$ cat config.mk
export PLATFORM = sky130hd
export DESIGN_NAME = gabor_sym_conv_pipe
export DESIGN_NICKNAME = d
export VERILOG_FILES = /design/src/rtl/gabor_pkg.sv /design/src/rtl/gabor_sym_conv_pipe_mul.sv /design/src/rtl/gabor_sym_conv_pipe.sv
export SDC_FILE = /design/constraint.sdc
export NUM_CORES = 2
export LEC_CHECK = 0
export CAP_MARGIN = 10
export CORE_ASPECT_RATIO = 0.5
export CORE_MARGIN = 5
export CORE_UTILIZATION = 45
export CTS_BUF_LIST = sky130_fd_sc_hd__clkbuf_8
export DETAILED_ROUTE_END_ITERATION = 10
export PLACE_DENSITY = 0.76
export RECOVER_POWER = 25
export SYNTH_ARGS = -nofsm -noshare
export SYNTH_HDL_FRONTEND = slang
export SYNTH_SLANG_ARGS = --single-unit
$ cat constraint.sdc
create_clock -name clk -period 21 [get_ports clk]
set_input_delay 2.1 -clock clk [delete_from_list [all_inputs] [get_ports clk]]
set_output_delay 2.1 -clock clk [all_outputs]
set_load 0.02 [all_outputs]
$ cat src/rtl/gabor_pkg.sv
// rtl/gabor_pkg.sv - shared types and helpers for the symmetric Gabor convolution pipe
package gabor_pkg;

  typedef enum logic {
    MODE_COL180 = 1'b0,
    MODE_ROW90  = 1'b1
  } mode_e;

  // Mirrored rows/columns fold onto the nearer edge index; the centre line lands on NCL-1.
  function automatic int clusters_of(input mode_e mode, input int r, input int c, input int ksize);
    int d;
    d = (mode == MODE_ROW90) ? r : c;
    return (d < ksize - 1 - d) ? d : ksize - 1 - d;
  endfunction

  function automatic logic signed [63:0] sat_clamp(input logic signed [63:0] v, input int res_w,
                                                   output logic sat);
    logic signed [63:0] hi;
    logic signed [63:0] lo;
    logic signed [63:0] res;
    hi  = (64'sd1 <<< (res_w - 1)) - 64'sd1;
    lo  = -hi - 64'sd1;
    sat = 1'b0;
    res = v;
    if (v > hi) begin
      res = hi;
      sat = 1'b1;
    end else if (v < lo) begin
      res = lo;
      sat = 1'b1;
    end
    return res;
  endfunction

endpackage

$ cat src/rtl/gabor_sym_conv_pipe_mul.sv
// rtl/gabor_sym_conv_pipe_mul.sv - signed fixed-point multiply with round-half-up or floor scaling
module gabor_fxp_mul_rnd #(
  parameter int A_W   = 13,
  parameter int B_W   = 17,
  parameter int FRAC  = 15,
  parameter int ROUND = 1
) (
  input  logic signed [A_W-1:0]   a,
  input  logic signed [B_W-1:0]   b,
  output logic signed [A_W+B_W:0] p
);

  localparam int P_W = A_W + B_W + 1;
  localparam int HSH = (FRAC > 0) ? FRAC - 1 : 0;
  // One guard bit above the full product keeps the rounding add from overflowing.
  localparam logic signed [P_W-1:0] HALF = (ROUND != 0 && FRAC > 0) ? (P_W'(1) << HSH) : '0;

  logic signed [P_W-1:0] ae;
  logic signed [P_W-1:0] be;

  assign ae = P_W'(a);
  assign be = P_W'(b);
  assign p  = (ae * be + HALF) >>> FRAC;

endmodule

$ cat src/rtl/gabor_sym_conv_pipe.sv
// rtl/gabor_sym_conv_pipe.sv - four-stage symmetric-kernel convolution with coefficient bank
module gabor_sym_conv_pipe
  import gabor_pkg::*;
#(
  parameter int  KSIZE    = 5,
  parameter int  PIX_W    = 9,
  parameter int  COEF_INT = 2,
  parameter int  COEF_DEC = 15,
  parameter int  ROUND    = 1,
  parameter int  RES_W    = 26,
  localparam int NCL      = (KSIZE + 1) / 2,
  localparam int IDX_W    = $clog2(NCL),
  localparam int CW       = COEF_INT + COEF_DEC,
  localparam int WIN_W    = KSIZE * KSIZE * PIX_W
) (
  input  logic             clk,
  input  logic             rst,
  input  logic             in_valid,
  output logic             in_ready,
  input  logic [WIN_W-1:0] win_i,
  input  logic             mode_i,
  input  logic             coeff_wr,
  input  logic [IDX_W-1:0] coeff_idx,
  input  logic [CW-1:0]    coeff_data,
  output logic             coeff_busy,
  output logic             out_valid,
  input  logic             out_ready,
  output logic [RES_W-1:0] result_o,
  output logic             sat_o
);

  localparam int SUM_W = PIX_W + $clog2(2 * KSIZE);
  localparam int P_W   = SUM_W + CW + 1;
  localparam int ACC_W = P_W + $clog2(NCL) + 1;

  logic                    en;
  logic                    s1_v, s2_v, s3_v;
  logic [WIN_W-1:0]        s1_win;
  mode_e                   s1_mode;
  logic signed [SUM_W-1:0] sum_c  [NCL];
  logic signed [SUM_W-1:0] s2_sum [NCL];
  logic signed [CW-1:0]    coef   [NCL];
  logic signed [P_W-1:0]   prod_c [NCL];
  logic signed [P_W-1:0]   s3_prod[NCL];
  logic signed [ACC_W-1:0] acc_c;
  logic signed [63:0]      clamp_c;
  logic                    sat_c;

  assign en         = !out_valid || out_ready;
  assign in_ready   = en;
  assign coeff_busy = s1_v || s2_v || s3_v || out_valid;

  always_comb begin
    logic [IDX_W-1:0] k;
    k = '0;
    for (int j = 0; j < NCL; j++) sum_c[j] = '0;
    for (int r = 0; r < KSIZE; r++) begin
      for (int c = 0; c < KSIZE; c++) begin
        k = IDX_W'(clusters_of(s1_mode, r, c, KSIZE));
        sum_c[k] = sum_c[k] + SUM_W'($signed(s1_win[(r*KSIZE+c)*PIX_W +: PIX_W]));
      end
    end
  end

  for (genvar j = 0; j < NCL; j++) begin : g_mul
    gabor_fxp_mul_rnd #(
      .A_W  (SUM_W),
      .B_W  (CW),
      .FRAC (COEF_DEC),
      .ROUND(ROUND)
    ) u_mul (
      .a(s2_sum[j]),
      .b(coef[j]),
      .p(prod_c[j])
    );
  end

  always_comb begin
    acc_c = '0;
    sat_c = 1'b0;
    for (int j = 0; j < NCL; j++) acc_c = acc_c + ACC_W'(s3_prod[j]);
    clamp_c = sat_clamp(64'(acc_c), RES_W, sat_c);
  end

  always_ff @(posedge clk) begin
    if (rst) begin
      s1_v      <= 1'b0;
      s2_v      <= 1'b0;
      s3_v      <= 1'b0;
      out_valid <= 1'b0;
      result_o  <= '0;
      sat_o     <= 1'b0;
      for (int j = 0; j < NCL; j++) coef[j] <= '0;
    end else begin
      // Writes only land on an empty pipe with no beat offered, so no beat sees a half-updated bank.
      if (coeff_wr && !coeff_busy && !in_valid && (int'(coeff_idx) < NCL))
        coef[coeff_idx] <= coeff_data;
      if (en) begin
        s1_v      <= in_valid;
        s1_win    <= win_i;
        s1_mode   <= mode_e'(mode_i);
        s2_v      <= s1_v;
        s2_sum    <= sum_c;
        s3_v      <= s2_v;
        s3_prod   <= prod_c;
        out_valid <= s3_v;
        if (s3_v) begin
          result_o <= clamp_c[RES_W-1:0];
          sat_o    <= sat_c;
        end
      end
    end
  end

endmodule

Yosys cells after proc, flatten, opt, wreduce, memory -nomap -nowiden
Memory sizes are Yosys's and may differ from the RTL's.
Cells that the tools add are included.
{"block": "word_totals", "mem_bits_rw": 51, "memories": 1, "inputBits": 250, "regBits": 344, "output_inout_bits": 30, "word_cells": 356}
{"block": "classes", "n_mul": 3, "bitwise_logic": 21, "addsub": 49, "reduce_logical": 33, "magnitude_cmp": 63, "n_mux": 172}
{"name": "coef", "depth": 3, "width": 17, "read_ports": 3, "rd_ports_with_merged_regs": 0, "wr": 3, "line": "gabor_sym_conv_pipe.sv:42", "source": "logic signed [CW-1:0] coef [NCL];"}
{"op": "bitwise mux 39 bit", "count": 20}
{"op": "2-to-1 mux 13 bit", "count": 60}
{"op": "binary-select mux 13 bit (select 2 bit)", "count": 20}
{"op": "demux 13 bit (select 2 bit)", "count": 20}
{"op": "adder 13 x 9 -> 13 bit", "count": 24}
{"op": "adder 30 x 16 -> 31 bit (second input constant)", "count": 3}
{"op": "multiplier 13 x 17 -> 30 bit", "count": 3}
{"op": "greater-or-equal comparator 3 bit (second input constant)", "count": 20}
{"op": "less-than comparator 3 x 1 -> 1 bit (second input constant)", "count": 20}
{"op": "NOT 2 -> 3 bit", "count": 20}
{"op": "2-to-1 mux 2 bit", "count": 29}
{"op": "2-to-1 mux 26 bit", "count": 2}
{"op": "less-than comparator 3 x 4 -> 1 bit", "count": 10}
{"op": "subtractor 3 x 2 -> 4 bit (first input constant)", "count": 10}
{"op": "> comparator 34 x 26 -> 1 bit (second input constant)", "count": 1}
{"op": "less-than comparator 34 x 26 -> 1 bit (second input constant)", "count": 1}
{"op": "less-than comparator 4 bit", "count": 8}
{"op": "subtractor 3 x 3 -> 4 bit (first input constant)", "count": 8}
{"op": "2-to-1 mux 3 bit", "count": 8}
{"op": "logical AND 1 bit", "count": 23}
{"op": "adder 17 x 16 -> 18 bit", "count": 1}
{"op": "adder 16 x 16 -> 17 bit", "count": 1}
{"op": "2-to-1 mux 17 bit", "count": 1}
{"op": "OR reduction 17 bit", "count": 1}
{"op": "other kinds (8)", "count": 27}

Longest topological paths before layout
{"block": "logic_depth", "word_depth": 109, "depth_mapped": 122, "ltp_nobuf": 119}

Hierarchy
Synthesis repeated with hierarchy kept, for this count alone.
{"block": "unflattened", "hier_cells": 5589, "area_unflattened_um2": 55276.8}
{"mod": "gabor_sym_conv_pipe", "seq_area_each_um2": 12902.4, "cells_per_inst": 2907, "instances": 1, "area_each_um2": 31061.0}
{"mod": "gabor_fxp_mul_rnd (g_mul[0].u_mul)", "seq_area_each_um2": 0.0, "cells_per_inst": 896, "instances": 1, "area_each_um2": 8126.5}
{"mod": "gabor_fxp_mul_rnd (g_mul[2].u_mul)", "seq_area_each_um2": 0.0, "cells_per_inst": 892, "instances": 1, "area_each_um2": 8057.7}
{"mod": "gabor_fxp_mul_rnd (g_mul[1].u_mul)", "seq_area_each_um2": 0.0, "cells_per_inst": 894, "instances": 1, "area_each_um2": 8031.5}

Worst setup path before layout
OpenSTA, ideal clock, no wires.
{"block": "synth_timing", "path_kind": "flip-flop to flip-flop", "startpoint": "register s1_mode", "endpoint": "register s2_sum[38] (netlist name), data pin", "slack_ns": -0.801, "arrival_ns": 21.541, "path_stages_with_launch": 111, "path_buffers": 3, "setup_ns": 0.260, "period_less_slack_ns": 21.801, "required_time_ns": 20.740, "path_cell_list": "edfxtp_1 clkbuf_1 clkbuf_1 clkbuf_1 and2_1 ha_1 fa_1 and2_1 fa_1 a21o_1 a21oi_1 xnor2_1 nor2_1 a21o_1 ha_1 o21a_1 o31ai_1 a21boi_0 (+75 left out) nand2_1 xor2_1 mux2_2 ha_1 o41ai_1 xnor2_1 mux2_2 ha_1 xnor2_1 mux2_2 ha_1 xnor2_1 mux2_2 ha_1 o41ai_1 xor2_1 xnor2_1 xnor2_1"}
{"element": "start: declaration", "line": "gabor_sym_conv_pipe.sv:39", "source": "mode_e s1_mode;"}
{"element": "start signal: assignment", "line": "gabor_sym_conv_pipe.sv:101", "source": "s1_mode <= mode_e'(mode_i);"}
{"element": "end signal: assignment", "line": "gabor_sym_conv_pipe.sv:103", "source": "s2_sum <= sum_c;"}
{"element": "end: declaration", "line": "gabor_sym_conv_pipe.sv:41", "source": "logic signed [SUM_W-1:0] s2_sum [NCL];"}

==> flow_summary.yaml <==
layout:
  finalNetCount: 7557
  syn_to_final_growth_pct: 28.25
  final_core_util_pct: 58.49
  finish.instance_area_um2: 64760
  drive_above_1_share_pct: 23.24
synthesis:
  syn_inst: 5099
  synthSimpleGateAreaFrac_pct: 13.58
  syn_area_um2: 50500
  ys.flop_type: "edfxtp_1"
  synthArstFlopShare_pct: 0
  synth_top_family_by_area: "adder cells"
  avgSynthCellArea_um2: 9.904
  synth_cell_types: 72
  yosys_warnings: 0
  yosys.area.top_type: "fa_1"
  yosysSeqAreaShare_pct: 22.52
  synth_edf_count: 364
  ys_ff_latch: 386
  yosysTopAreaCellShare_pct: 26.48
  synthAdderAreaFrac_pct: 40.01
  synth-xor-area-share_pct: 5.862
  synth_fp_nets: 6563
  synth_compound_area_share_pct: 8.060
  muxShareOfSynthArea_pct: 3.266
  synth_area_leaders: "fa_1, edfxtp_1, ha_1, inv_1, nand2_1"
die:
  rows: 86
  die_x_um: 483.8
  coreArea_um2: 110700
  die_height_um: 246.9
  pin_count: 280
  die_area_um2: 119400
  start_util_pct: 45.61
critical_path:
  crit_required_ns: 21.47
  path_max_fanout: 4
  startpoint: "s1_mode$_DFFE_PP_"
  cp_top_family: "adder cells"
  cpMaxStageDelayCell: "edfxtp_1"
  reg2reg_from: "s1_mode$_DFFE_PP_"
  cp_slowest_stage_delay_ns: 0.40
  cp-end-kind: "register"
  start_kind: "register"
  crit_top_cell: "ha_1"
  critPathKind: "register to register"
  cp.arrival_ns: 22.40
  crit_buf_inv: 11
clock_network:
  root_buffer: "clkbuf_8"
  clockBufferDepth: 3
  cts-buffers-inserted: 61
  clkSinkCount: 386
  cts_max_level: 2
  path_clk_slew_ns: 0.07
  clk_latency_ns: 0.76
  cts_tree: "built"
routing:
  final_antenna_net_count: 0
  post_drt_via_cell_ratio: 5.298
  drtIter0Drc: 2819
  drt-wirelength-per-cell_um: 19.09
  first_pass_iters: 5
  drc: 0
  routed_wl_um: 145900
  vias: 40490
timing:
  slew_headroom_pct: 25.77
  final_hold_viol_count: 0
  max_freq_mhz: 45.60
  rsz0062_at_grt: "true"
  worst_pin_slew_ns: 1.113
  fin_crit_sh_pct: 104.4
  fin_crit_ns: 21.93
  slew_viol_final: 0
  setup-violations-final: 7
  skew_ns: 0.08086
  setup_ws_ns: -0.9318
grt:
  grt_antenna_before_repair: 6
  grt_start_max_net_pins: 114
  grt_pass1_wl_um: 227700
  grt_pass1_vias: 43440
  gr-total-overflow: 0
  grt.total_usage_pct: 23.82
status:
  violations: "setup timing"
  status: "finished, violations left"
job:
  drv_cap: 0
placed_design:
  placed_area_um2: 59630
  numPortBuffers: 278
  place_congestion: 0.9433
  dp_hpwl_um: 113700
hold_path:
  min_from: "result_o[4]$_SDFFE_PP0P_"
  hold_class: "register to register"
metal layers:
layer	vias up	global-route usage (%)	wire, µm
met5	-	0	13
met4	2	10.84	7411
met3	408	3.561	9494
met2	1513	42.78	73030
met1	19990	28.45	55950
li1	18580	-	-
layout make-up:
cell class              instances  area (µm²)
diodes                          2       5.005
clock buffers                  65       894.6
clock inverters                49       436.7
fillers                      8790       45960
inverters                     713        2681
multi-input cells            3821       38440
flip-flops and latches        386       11370
well taps                    1496        1872
repair buffers               1110        9067
state kept, by name, indices dropped and copies added (netlist names):
register	cells
coef	51
out_valid	1
result_o	18
s1_mode	1
s1_v	1
s1_win	225
s2_sum	39
s2_v	1
s3_prod	48
s3_v	1
synthesized netlist by cell type, types with 5 or more instances:
cell	number
o31a_1	13
nor2_1	205
o21ai_1	6
nand3_1	25
or2_2	11
fa_1	668
xnor2_1	213
nand2_1	693
mux2_2	94
nand4_1	8
o41ai_1	26
o31ai_1	9
o21ai_0	180
a21o_1	68
a21oi_1	202
and3_1	31
nor4_1	7
edfxtp_1	364
dfxtp_1	22
nor3_1	68
nand2b_1	72
and2_1	291
nor2b_1	34
buf_4	9
o21a_1	32
xor2_1	103
xnor3_1	5
a211oi_1	8
a31oi_1	13
o21bai_1	44
clkbuf_1	168
and4_1	5
a211o_1	5
a21boi_0	14
inv_1	712
mux2i_1	59
ha_1	546
or3_1	10
o211ai_1	8
final timing paths:
kind	slack, ns	cells past startpoint	to
hold reg to reg	0.46	2	result_o[4]$_SDFFE_PP0P_
hold / removal	0.46	2	result_o[4]$_SDFFE_PP0P_
setup reg to reg	-0.93	106	s2_sum[38]$_DFFE_PP_
setup / recovery	-0.93	106	s2_sum[38]$_DFFE_PP_
tightest hold or removal path, cell delays in order (launching register included):
cell and delay (ns):
dfxtp_1 0.31, nand2_1 0.05, a21oi_1 0.05
cells in the final DEF (no fill, tap or decap), types with 154 or more instances in the layout:
cell,Yosys,routed
ha_1,546,481
nand2_1,693,679
buf_4,9,824
dlygate4sd3_1,0,191
xnor2_1,213,154
fa_1,668,657
edfxtp_1,364,364
inv_1,712,718
nor2_1,205,190
and2_1,291,287
cell families (layout without fill, tap and decap cells):
kind of cell	Yosys count	count (layout)
other	1	3
multiplexers	153	153
AO/OA/AOI/OAI	659	659
adder cells (fa/ha/maj)	1214	1214
XOR/XNOR	325	325
AND/OR/NAND/NOR	1469	1469
buffers and inverters	892	1937
flip-flops	386	386
repair_timing:
item | in CTS | in global routing
setup buffers | 112 | 52
resized for setup | 352 | 161
setup endpoints to repair | 15 | 19
pin swaps | 152 | 138
hold buffers | 0 | 0
stage by stage:
stage / std cells / hold WS (ns) / TNS, ns / setup slack [ns]
after floorplan: 5099 / 0.4395 / 0 / 0.02063
after global placement: 7368 / 0.4417 / -5.265 / -1.002
after detailed placement: 7368 / 0.4536 / -11.53 / -1.519
after CTS: 7593 / 0.4612 / -0.2501 / -0.1494
after global routing: 7641 / 0.4821 / -14.41 / -1.782
final: 7642 / 0.4564 / -4.089 / -0.9318
Power is left out: the tool's default activity adds up to more than one toggle a clock period on the data nets, which glitch-free logic cannot reach.
